--- src/rtl/sig_delay_pkg.sv ---
// Shared helpers for the variable signal delay line: width computation and
// delay clamping used by both the top level and the bench-facing port widths.
package sig_delay_pkg;

    // Ceiling log2 usable in constant expressions.
    function automatic int sd_clog2(input int value);
        int res;
        int span;
        res  = 32'sd0;
        span = 32'sd1;
        while (span < value) begin
            span = span * 32'sd2;
            res  = res + 32'sd1;
        end
        return res;
    endfunction

    // A one-deep buffer still needs one address bit.
    function automatic int sd_addr_bits(input int depth);
        return (depth > 32'sd1) ? sd_clog2(depth) : 32'sd1;
    endfunction

    function automatic int unsigned sd_clamp_delay(input int unsigned req,
                                                   input int unsigned max_delay);
        return (req > max_delay) ? max_delay : req;
    endfunction

endpackage

--- src/rtl/sig_delay_ram.sv ---
// Delay-line storage: synchronous write, asynchronous read, no reset.
// Contents are deliberately left uninitialised; the top level masks stale data.
module sig_delay_ram
    import sig_delay_pkg::*;
#(
    parameter int BUS_BITS  = 1,
    parameter int DEPTH     = 16,
    parameter int ADDR_BITS = 4
) (
    input  logic                 clk,
    input  logic                 we,
    input  logic [ADDR_BITS-1:0] waddr,
    input  logic [BUS_BITS-1:0]  wdata,
    input  logic [ADDR_BITS-1:0] raddr,
    output logic [BUS_BITS-1:0]  rdata
);

    logic [BUS_BITS-1:0] mem_r [DEPTH];

    // Sample capture into the circular buffer.
    always_ff @(posedge clk) begin
        if (we && (32'(waddr) < unsigned'(DEPTH))) begin
            mem_r[waddr] <= wdata;
        end
    end

    // Combinational read; out-of-range addresses return zero.
    always_comb begin
        rdata = {BUS_BITS{1'b0}};
        if (32'(raddr) < unsigned'(DEPTH)) begin
            rdata = mem_r[raddr];
        end else begin
            rdata = {BUS_BITS{1'b0}};
        end
    end

endmodule

--- src/rtl/var_sig_delay.sv ---
// Variable-latency delay line: delays i_bus by a run-time selectable number of
// enabled cycles, flagging o_valid once the buffer holds enough fresh samples.
module var_sig_delay
    import sig_delay_pkg::*;
#(
    parameter int  BUS_BITS  = 1,
    parameter int  MAX_DELAY = 16,
    localparam int DLY_BITS  = sd_clog2(MAX_DELAY + 32'sd1)
) (
    input  logic                clk,
    input  logic                rst,
    input  logic                i_en,
    input  logic [DLY_BITS-1:0] i_delay,
    input  logic [BUS_BITS-1:0] i_bus,
    output logic [BUS_BITS-1:0] o_bus,
    output logic                o_valid,
    output logic [DLY_BITS-1:0] o_delay
);

    localparam int                   ADDR_BITS = sd_addr_bits(MAX_DELAY);
    localparam int                   EXT_BITS  = DLY_BITS + 32'sd1;
    localparam logic [DLY_BITS-1:0]  MAX_D     = DLY_BITS'(MAX_DELAY);
    localparam logic [EXT_BITS-1:0]  MAX_EXT   = EXT_BITS'(MAX_DELAY);
    localparam logic [ADDR_BITS-1:0] LAST_WR   = ADDR_BITS'(MAX_DELAY - 32'sd1);

    logic [ADDR_BITS-1:0] wr_r;
    logic [ADDR_BITS-1:0] wr_next_s;
    logic [DLY_BITS-1:0]  fill_r;
    logic [DLY_BITS-1:0]  fill_next_s;
    logic [DLY_BITS-1:0]  d_cur_r;
    logic [DLY_BITS-1:0]  d_req_s;
    logic                 d_change_s;
    logic [EXT_BITS-1:0]  wr_ext_s;
    logic [EXT_BITS-1:0]  d_ext_s;
    logic [EXT_BITS-1:0]  rd_ext_s;
    logic [ADDR_BITS-1:0] rd_addr_s;
    logic [BUS_BITS-1:0]  rd_data_s;
    logic                 we_s;
    logic                 valid_s;

    assign d_req_s    = DLY_BITS'(sd_clamp_delay(32'(i_delay), unsigned'(MAX_DELAY)));
    assign d_change_s = (d_req_s != d_cur_r);
    assign we_s       = i_en & ~rst;

    // Write pointer wrap and fill update; a delay change restarts the fill at
    // one because the sample written on that cycle already counts.
    always_comb begin
        wr_next_s   = wr_r;
        fill_next_s = fill_r;
        if (wr_r == LAST_WR) begin
            wr_next_s = {ADDR_BITS{1'b0}};
        end else begin
            wr_next_s = wr_r + ADDR_BITS'(1'b1);
        end
        if (d_change_s) begin
            fill_next_s = DLY_BITS'(1'b1);
        end else if (fill_r < MAX_D) begin
            fill_next_s = fill_r + DLY_BITS'(1'b1);
        end else begin
            fill_next_s = fill_r;
        end
    end

    // Pointer, fill counter and applied delay; reset wins over the enable.
    always_ff @(posedge clk) begin
        if (rst) begin
            wr_r    <= {ADDR_BITS{1'b0}};
            fill_r  <= {DLY_BITS{1'b0}};
            d_cur_r <= d_req_s;
        end else if (i_en) begin
            wr_r    <= wr_next_s;
            fill_r  <= fill_next_s;
            d_cur_r <= d_req_s;
        end else begin
            wr_r    <= wr_r;
            fill_r  <= fill_r;
            d_cur_r <= d_cur_r;
        end
    end

    // Read index (wr - d_cur) mod MAX_DELAY; at d_cur == MAX_DELAY this is the
    // slot about to be overwritten, which the async read returns before the write.
    always_comb begin
        wr_ext_s = EXT_BITS'(wr_r);
        d_ext_s  = EXT_BITS'(d_cur_r);
        if (wr_ext_s >= d_ext_s) begin
            rd_ext_s = wr_ext_s - d_ext_s;
        end else begin
            rd_ext_s = wr_ext_s + MAX_EXT - d_ext_s;
        end
        rd_addr_s = ADDR_BITS'(rd_ext_s);
    end

    sig_delay_ram #(
        .BUS_BITS  (BUS_BITS),
        .DEPTH     (MAX_DELAY),
        .ADDR_BITS (ADDR_BITS)
    ) u_ram (
        .clk   (clk),
        .we    (we_s),
        .waddr (wr_r),
        .wdata (i_bus),
        .raddr (rd_addr_s),
        .rdata (rd_data_s)
    );

    // Output select: zero delay bypasses storage, otherwise stale data is masked.
    always_comb begin
        valid_s = (fill_r >= d_cur_r);
        o_valid = valid_s;
        o_bus   = {BUS_BITS{1'b0}};
        if (d_cur_r == {DLY_BITS{1'b0}}) begin
            o_bus = i_bus;
        end else if (valid_s) begin
            o_bus = rd_data_s;
        end else begin
            o_bus = {BUS_BITS{1'b0}};
        end
    end

    assign o_delay = d_cur_r;

endmodule

--- config.mk ---
export PLATFORM = sky130hd
export DESIGN_NAME = var_sig_delay
export DESIGN_NICKNAME = d
export VERILOG_FILES = /design/src/rtl/sig_delay_pkg.sv /design/src/rtl/sig_delay_ram.sv /design/src/rtl/var_sig_delay.sv
export SDC_FILE = /design/constraint.sdc
export NUM_CORES = 1
export LEC_CHECK = 0
export CORE_UTILIZATION = 45
export DETAILED_ROUTE_END_ITERATION = 8
export GPL_ROUTABILITY_DRIVEN = 0
export MAX_ROUTING_LAYER = met4
export PLACE_DENSITY = 0.64
export SLEW_MARGIN = 10
export SYNTH_ARGS = -nofsm -noshare
export SYNTH_HDL_FRONTEND = slang
export SYNTH_HIERARCHICAL = 1
export SYNTH_SLANG_ARGS = --single-unit
export TNS_END_PERCENT = 100
--- constraint.sdc ---
create_clock -name clk -period 3 [get_ports clk]
set_input_delay 0.6 -clock clk [delete_from_list [all_inputs] [get_ports clk]]
set_output_delay 0.6 -clock clk [all_outputs]
set_load 0.005 [all_outputs]
Word level (Yosys, flattened, before mapping)
Memories as Yosys holds them, arrays and structs flattened.
Index checks and enable logic that the tools add are counted.
{ "op_classes": {"addsub": 5, "n_bitwise": 2, "n_eq_ne": 2, "mul": 0, "order_cmp": 4, "n_reduce_logical": 4, "n_shift": 0, "mux": 11, "n_div": 0} }
{ "op_table": {"columns": ["operator", "count"], "rows": [
  ["2-to-1 mux 5 bit", 5],
  ["adder 4 x 1 -> 4 bit, second input constant", 2],
  ["2-to-1 mux 4 bit", 2],
  ["subtractor 4 bit", 2],
  ["adder 5 x 1 -> 5 bit, second input constant", 1],
  ["greater-or-equal comparator 4 x 5 -> 1 bit", 1],
  ["greater-or-equal comparator 5 bit", 1],
  ["> comparator 5 bit, second input constant", 1],
  ["logical NOT 5 bit", 1],
  ["< comparator 5 bit, second input constant", 1],
  ["inequality test 5 bit", 1],
  ["equality test 4 bit, second input constant", 1],
  ["2-to-1 mux 1 bit", 4],
  ["nonzero test 2 bit", 2],
  ["AND reduction 2 bit", 1],
  ["bitwise AND 1 bit", 1],
  ["inverter 1 bit", 1]
]} }
{ "totals": {"input_bits": 9, "out_inout_bits": 7, "ff_bits": 14, "memories": 1, "mem_bits_rw": 16, "latch_bits": 0, "mem_bits_ro": 0} }
{ "mem_list": {"columns": ["name", "words", "word_bits", "rd", "rd_ports_with_merged_regs", "wr", "line", "text"], "rows": [
  ["u_ram.mem_r", 16, 1, 1, 0, 1, "sig_delay_ram.sv:18", "logic [BUS_BITS-1:0] mem_r [DEPTH];"]
]} }

Logic depth before layout (Yosys ltp)
An unclocked memory read counts as a cell.
{ "logic_depth": {"depth_word": 6, "depth_mapped": 10, "depth_no_buf": 10} }

Hierarchy
Netlist, hierarchy kept.
{ "by_module_without_submodules": {"columns": ["module", "area_each_um2", "cells_each", "n_inst"], "rows": [
  ["var_sig_delay", 1013.5, 111, 1],
  ["sig_delay_ram", 725.7, 46, 1]
]} }

Least setup slack after synthesis
No wires, ideal clock.
{ "synth_timing": {"kind": "register to output", "from": "register wr_r[0]", "to": "output port o_bus", "slack_ns": 0.377, "arrival_time_ns": 2.023, "required_ns": 2.400, "path_stages_with_launch": 10, "path_cell_list": "dfxtp_1 inv_1 ha_1 fa_1 inv_1 mux4_1 mux2i_1 mux2i_1 a31oi_1 o21ai_0"} }
{ "synth_between": {"elab_chain_len": 6} }
{ "synth_lines": {"columns": ["element", "line", "text"], "rows": [
  ["start, declared", "var_sig_delay.sv:26", "logic [ADDR_BITS-1:0] wr_r;"],
  ["start signal, assigned", "var_sig_delay.sv:67", "wr_r <= {ADDR_BITS{1'b0}};"],
  ["start signal, assigned", "var_sig_delay.sv:71", "wr_r <= wr_next_s;"],
  ["start signal, assigned", "var_sig_delay.sv:75", "wr_r <= wr_r;"],
  ["adder 4 x 1 -> 4 bit", "var_sig_delay.sv:89", "rd_ext_s = wr_ext_s + MAX_EXT - d_ext_s;"],
  ["subtractor 4 bit", "var_sig_delay.sv:89", null],
  ["2-to-1 mux 4 bit (*)", "var_sig_delay.sv:86", "if (wr_ext_s >= d_ext_s) begin"],
  ["named net rd_ext_s[1]", "var_sig_delay.sv:35", "logic [EXT_BITS-1:0] rd_ext_s;"],
  ["memory (16 x 1 bit) (*)", null, null],
  ["named net rd_data_s", "var_sig_delay.sv:37", "logic [BUS_BITS-1:0] rd_data_s;"],
  ["2-to-1 mux 1 bit (*)", "var_sig_delay.sv:114", "end else if (valid_s) begin"],
  ["2-to-1 mux 1 bit (*)", "var_sig_delay.sv:112", "if (d_cur_r == {DLY_BITS{1'b0}}) begin"],
  ["end, declared", "var_sig_delay.sv:15", "output logic [BUS_BITS-1:0] o_bus,"]
]} }
The timed path passes the listed nets; every way through them passes the cells marked *.

Final worst setup path
Same ends and word-level chain as after synthesis.

==> out/metrics.yaml <==
timing:
  finClkSkew_ns: 0.00534
  hold_viol_final: 0
  max_freq_mhz: 335
  setup-tns-final_ns: 0
  fin_crit_sh: 0.994
  fin_crit_ns: 2.98
  layout_setup_ws_ns: 0.0172
  slew_violations: 0
  setup-violations-final: 0
  slew_headroom: 0.794
  tightestPinTransition_ns: 0.308
  rsz0062_at_grt: "true"
grt:
  overflow: 0
  grt_pass1_vias: 1302
  grt_use_total: 0.207
  grt_pass1_wl_mm: 6.04
  antenna_found_initial: 0
  grt_max_degree: 17
critical_path:
  r2r_slack_ns: 1.40
  r2r_cells: 6
  critPathBufInv: 3
  cp_data_arrival_time_ns: 2.38
  path_delay_family: "adder cells"
  reg2reg_from: "o_delay[1]"
  path_class: "reg2out"
  cp_cell_sequence: "inv_2, ha_2, fa_1, inv_2, mux4_2, mux2i_1, mux2i_1, a31oi_1, o21ai_1, buf_2"
  end_kind: "output pin"
  worstSetupStartpointType: "register"
  cp_data_required_time_ns: 2.40
  crit_fanout: 4
  critPathMaxStageDelay_ns: 0.47
  crit_path_top_delay_cell: "fa_1"
  r2r-end: "fill_r[3]"
floorplanning:
  top_level_ports: 16
  die_w_um: 64.2
  placeableCoreArea_um2: 3690
  fp-row-count: 22
  start_util: 0.472
  die_area_um2: 4120
  die_y_um: 64.2
yosys:
  async_reset_ff_frac: 0
  seq_area_frac_synth: 0.466
  netlist_area_um2: 1740
  synth_nets: 178
  yosys.area.top_type_share: 0.363
  synth_top_area_cell: "edfxtp_1"
  yosys_most_used_dff: "edfxtp_1"
  ys_types: 44
  avgSynthCellArea_um2: 11.1
  synth_cells: 157
  ys.warnings.count: 6
  ys_ff_latch: 30
  synth.area.top_cells: "edfxtp_1, dfxtp_1, ha_1, mux4_1, nor2_1"
  synth_edf_count: 21
drt:
  viasPerCell: 5.39
  wl_per_cell_um: 15.1
  wl_mm: 3.61
  final_antenna_net_count: 0
  initialDrtViolationCount: 58
  drc: 0
  via_count: 1289
  first_pass_iters: 4
hold_path:
  holdPathStages: 1
  holdPathEnd: "fill_r[2]"
  min_path_type: "reg2reg"
  min-delay-start: "fill_r[2]"
clocking:
  cts_hold_buf: 0
  cts_max_path_buffers: 2
  cts.reportedPaths.clkPinSlew_ns: 0.07
  cts_tree: "built"
  cts_sinks: 30
  clock_latency_ns: 0.28
  root_buffer: "clkbuf_8"
  htree_levels: 2
  cts_buffers: 5
power:
  powerDensity_nw_per_um2: 462
  peakVddDrop_mv: 0.310
  leakage_nw: 0.851
finish:
  mostFrequentLayoutCells: "nor2_1, edfxtp_1, buf_4, clkdlybuf4s50_1, inv_1"
  nets: 211
  layout_commonest_cell: "nor2_1"
  syn_to_final_growth_pct: 22.1
  drive_gt1_frac: 0.199
  diodes: 0
placed_design:
  io_buffers: 15
  dpl.hpwl_mm: 2.77
  dp_slack_ns: -0.129
run_status:
  status: "finished, final reports clean"
run:
  cap_violations: 0
## power breakdown
part | internal (W) | total [W] | switching, W
combinational | 0.000105 | 0.000201 | 0.0000960
sequential | 0.000455 | 0.000465 | 0.0000104
clock | 0.000158 | 0.000315 | 0.000156
total | 0.000718 | 0.000981 | 0.000263
## cells by family (layout without fill, tap and decap cells)
kind of cell    Yosys count  after routing  synth area share
fa+ha+maj                12             12            0.0906
mux                       9              9            0.0892
xor+xnor                  6              6            0.0302
buf+inv                  19             53            0.0496
flops                    30             30             0.466
simple gates             56             56             0.172
compound gates           25             25             0.102
## metrics by stage
stage	std cells	util	total power [W]	hold slack [ns]	instance area, µm²
detailed placement	229	0.547	0.000665	0.560	2020
global route	239	0.576	0.00102	0.612	2120
finish	239	0.576	0.000981	0.572	2120
global placement	229	0.547	0.000655	0.547	2020
CTS	238	0.572	0.000988	0.568	2110
floorplan	157	-	0.000589	0.509	1740
## Yosys cell counts, types with 2 or more instances
cell type and n:
a21o_1 4, mux2i_1 5, nand3_1 2, inv_1 15, nand2_1 7, o21ai_0 3, a211oi_1 2, ha_1 11
nor3_1 5, a32oi_1 2, a31oi_1 2, nand2b_1 3, nand3b_1 2, nor2_1 22, edfxtp_1 21, a21oi_1 5
nor4_1 2, and2b_1 3, xnor2_1 5, dfxtp_1 9, mux4_1 4
## state kept, by name, summed over array words and instances (netlist names)
signal       cells
wr_r             4
fill_r           5
o_delay          5
u_ram/mem_r     16
## worst max-delay path by stage
stage | depth (start not counted) | start | end | slack [ns]
after detailed placement | 9 | o_delay[0] | o_bus | -0.13
after global placement | 9 | o_delay[0] | o_bus | 0.02
after CTS | 9 | o_delay[0] | o_bus | -0.01
final | 10 | wr_r[0] | o_bus | 0.02
after floorplan | 9 | wr_r[0] | o_bus | 0.38
after global routing | 9 | o_delay[0] | o_bus | -0.15
## timing repair
action	4_1_cts	5_1_grt
setup buffers	1	1
endpoints found under the setup margin	1	2
hold endpoints to repair	0	0
gates resized for setup	12	2
pin swaps	4	1
## layout make-up
class / instances / area [µm²]
Fill cell: 344 / 1570
Multi-Input combinational cell: 108 / 848
Sequential cell: 30 / 812
Timing Repair Buffer: 29 / 253
Clock buffer: 5 / 68.8
Inverter: 16 / 65.1
Tap cell: 48 / 60.1
Clock inverter: 3 / 16.3
## metal layers
layer	vias to the layer above	routed length [µm]	track usage
li1	640	-	-
met2	20	1690	0.319
met4	0	94	0.100
met5	-	0	-
met3	10	116	0.0536
met1	619	1710	0.252
(Power assumes the default switching activity.)
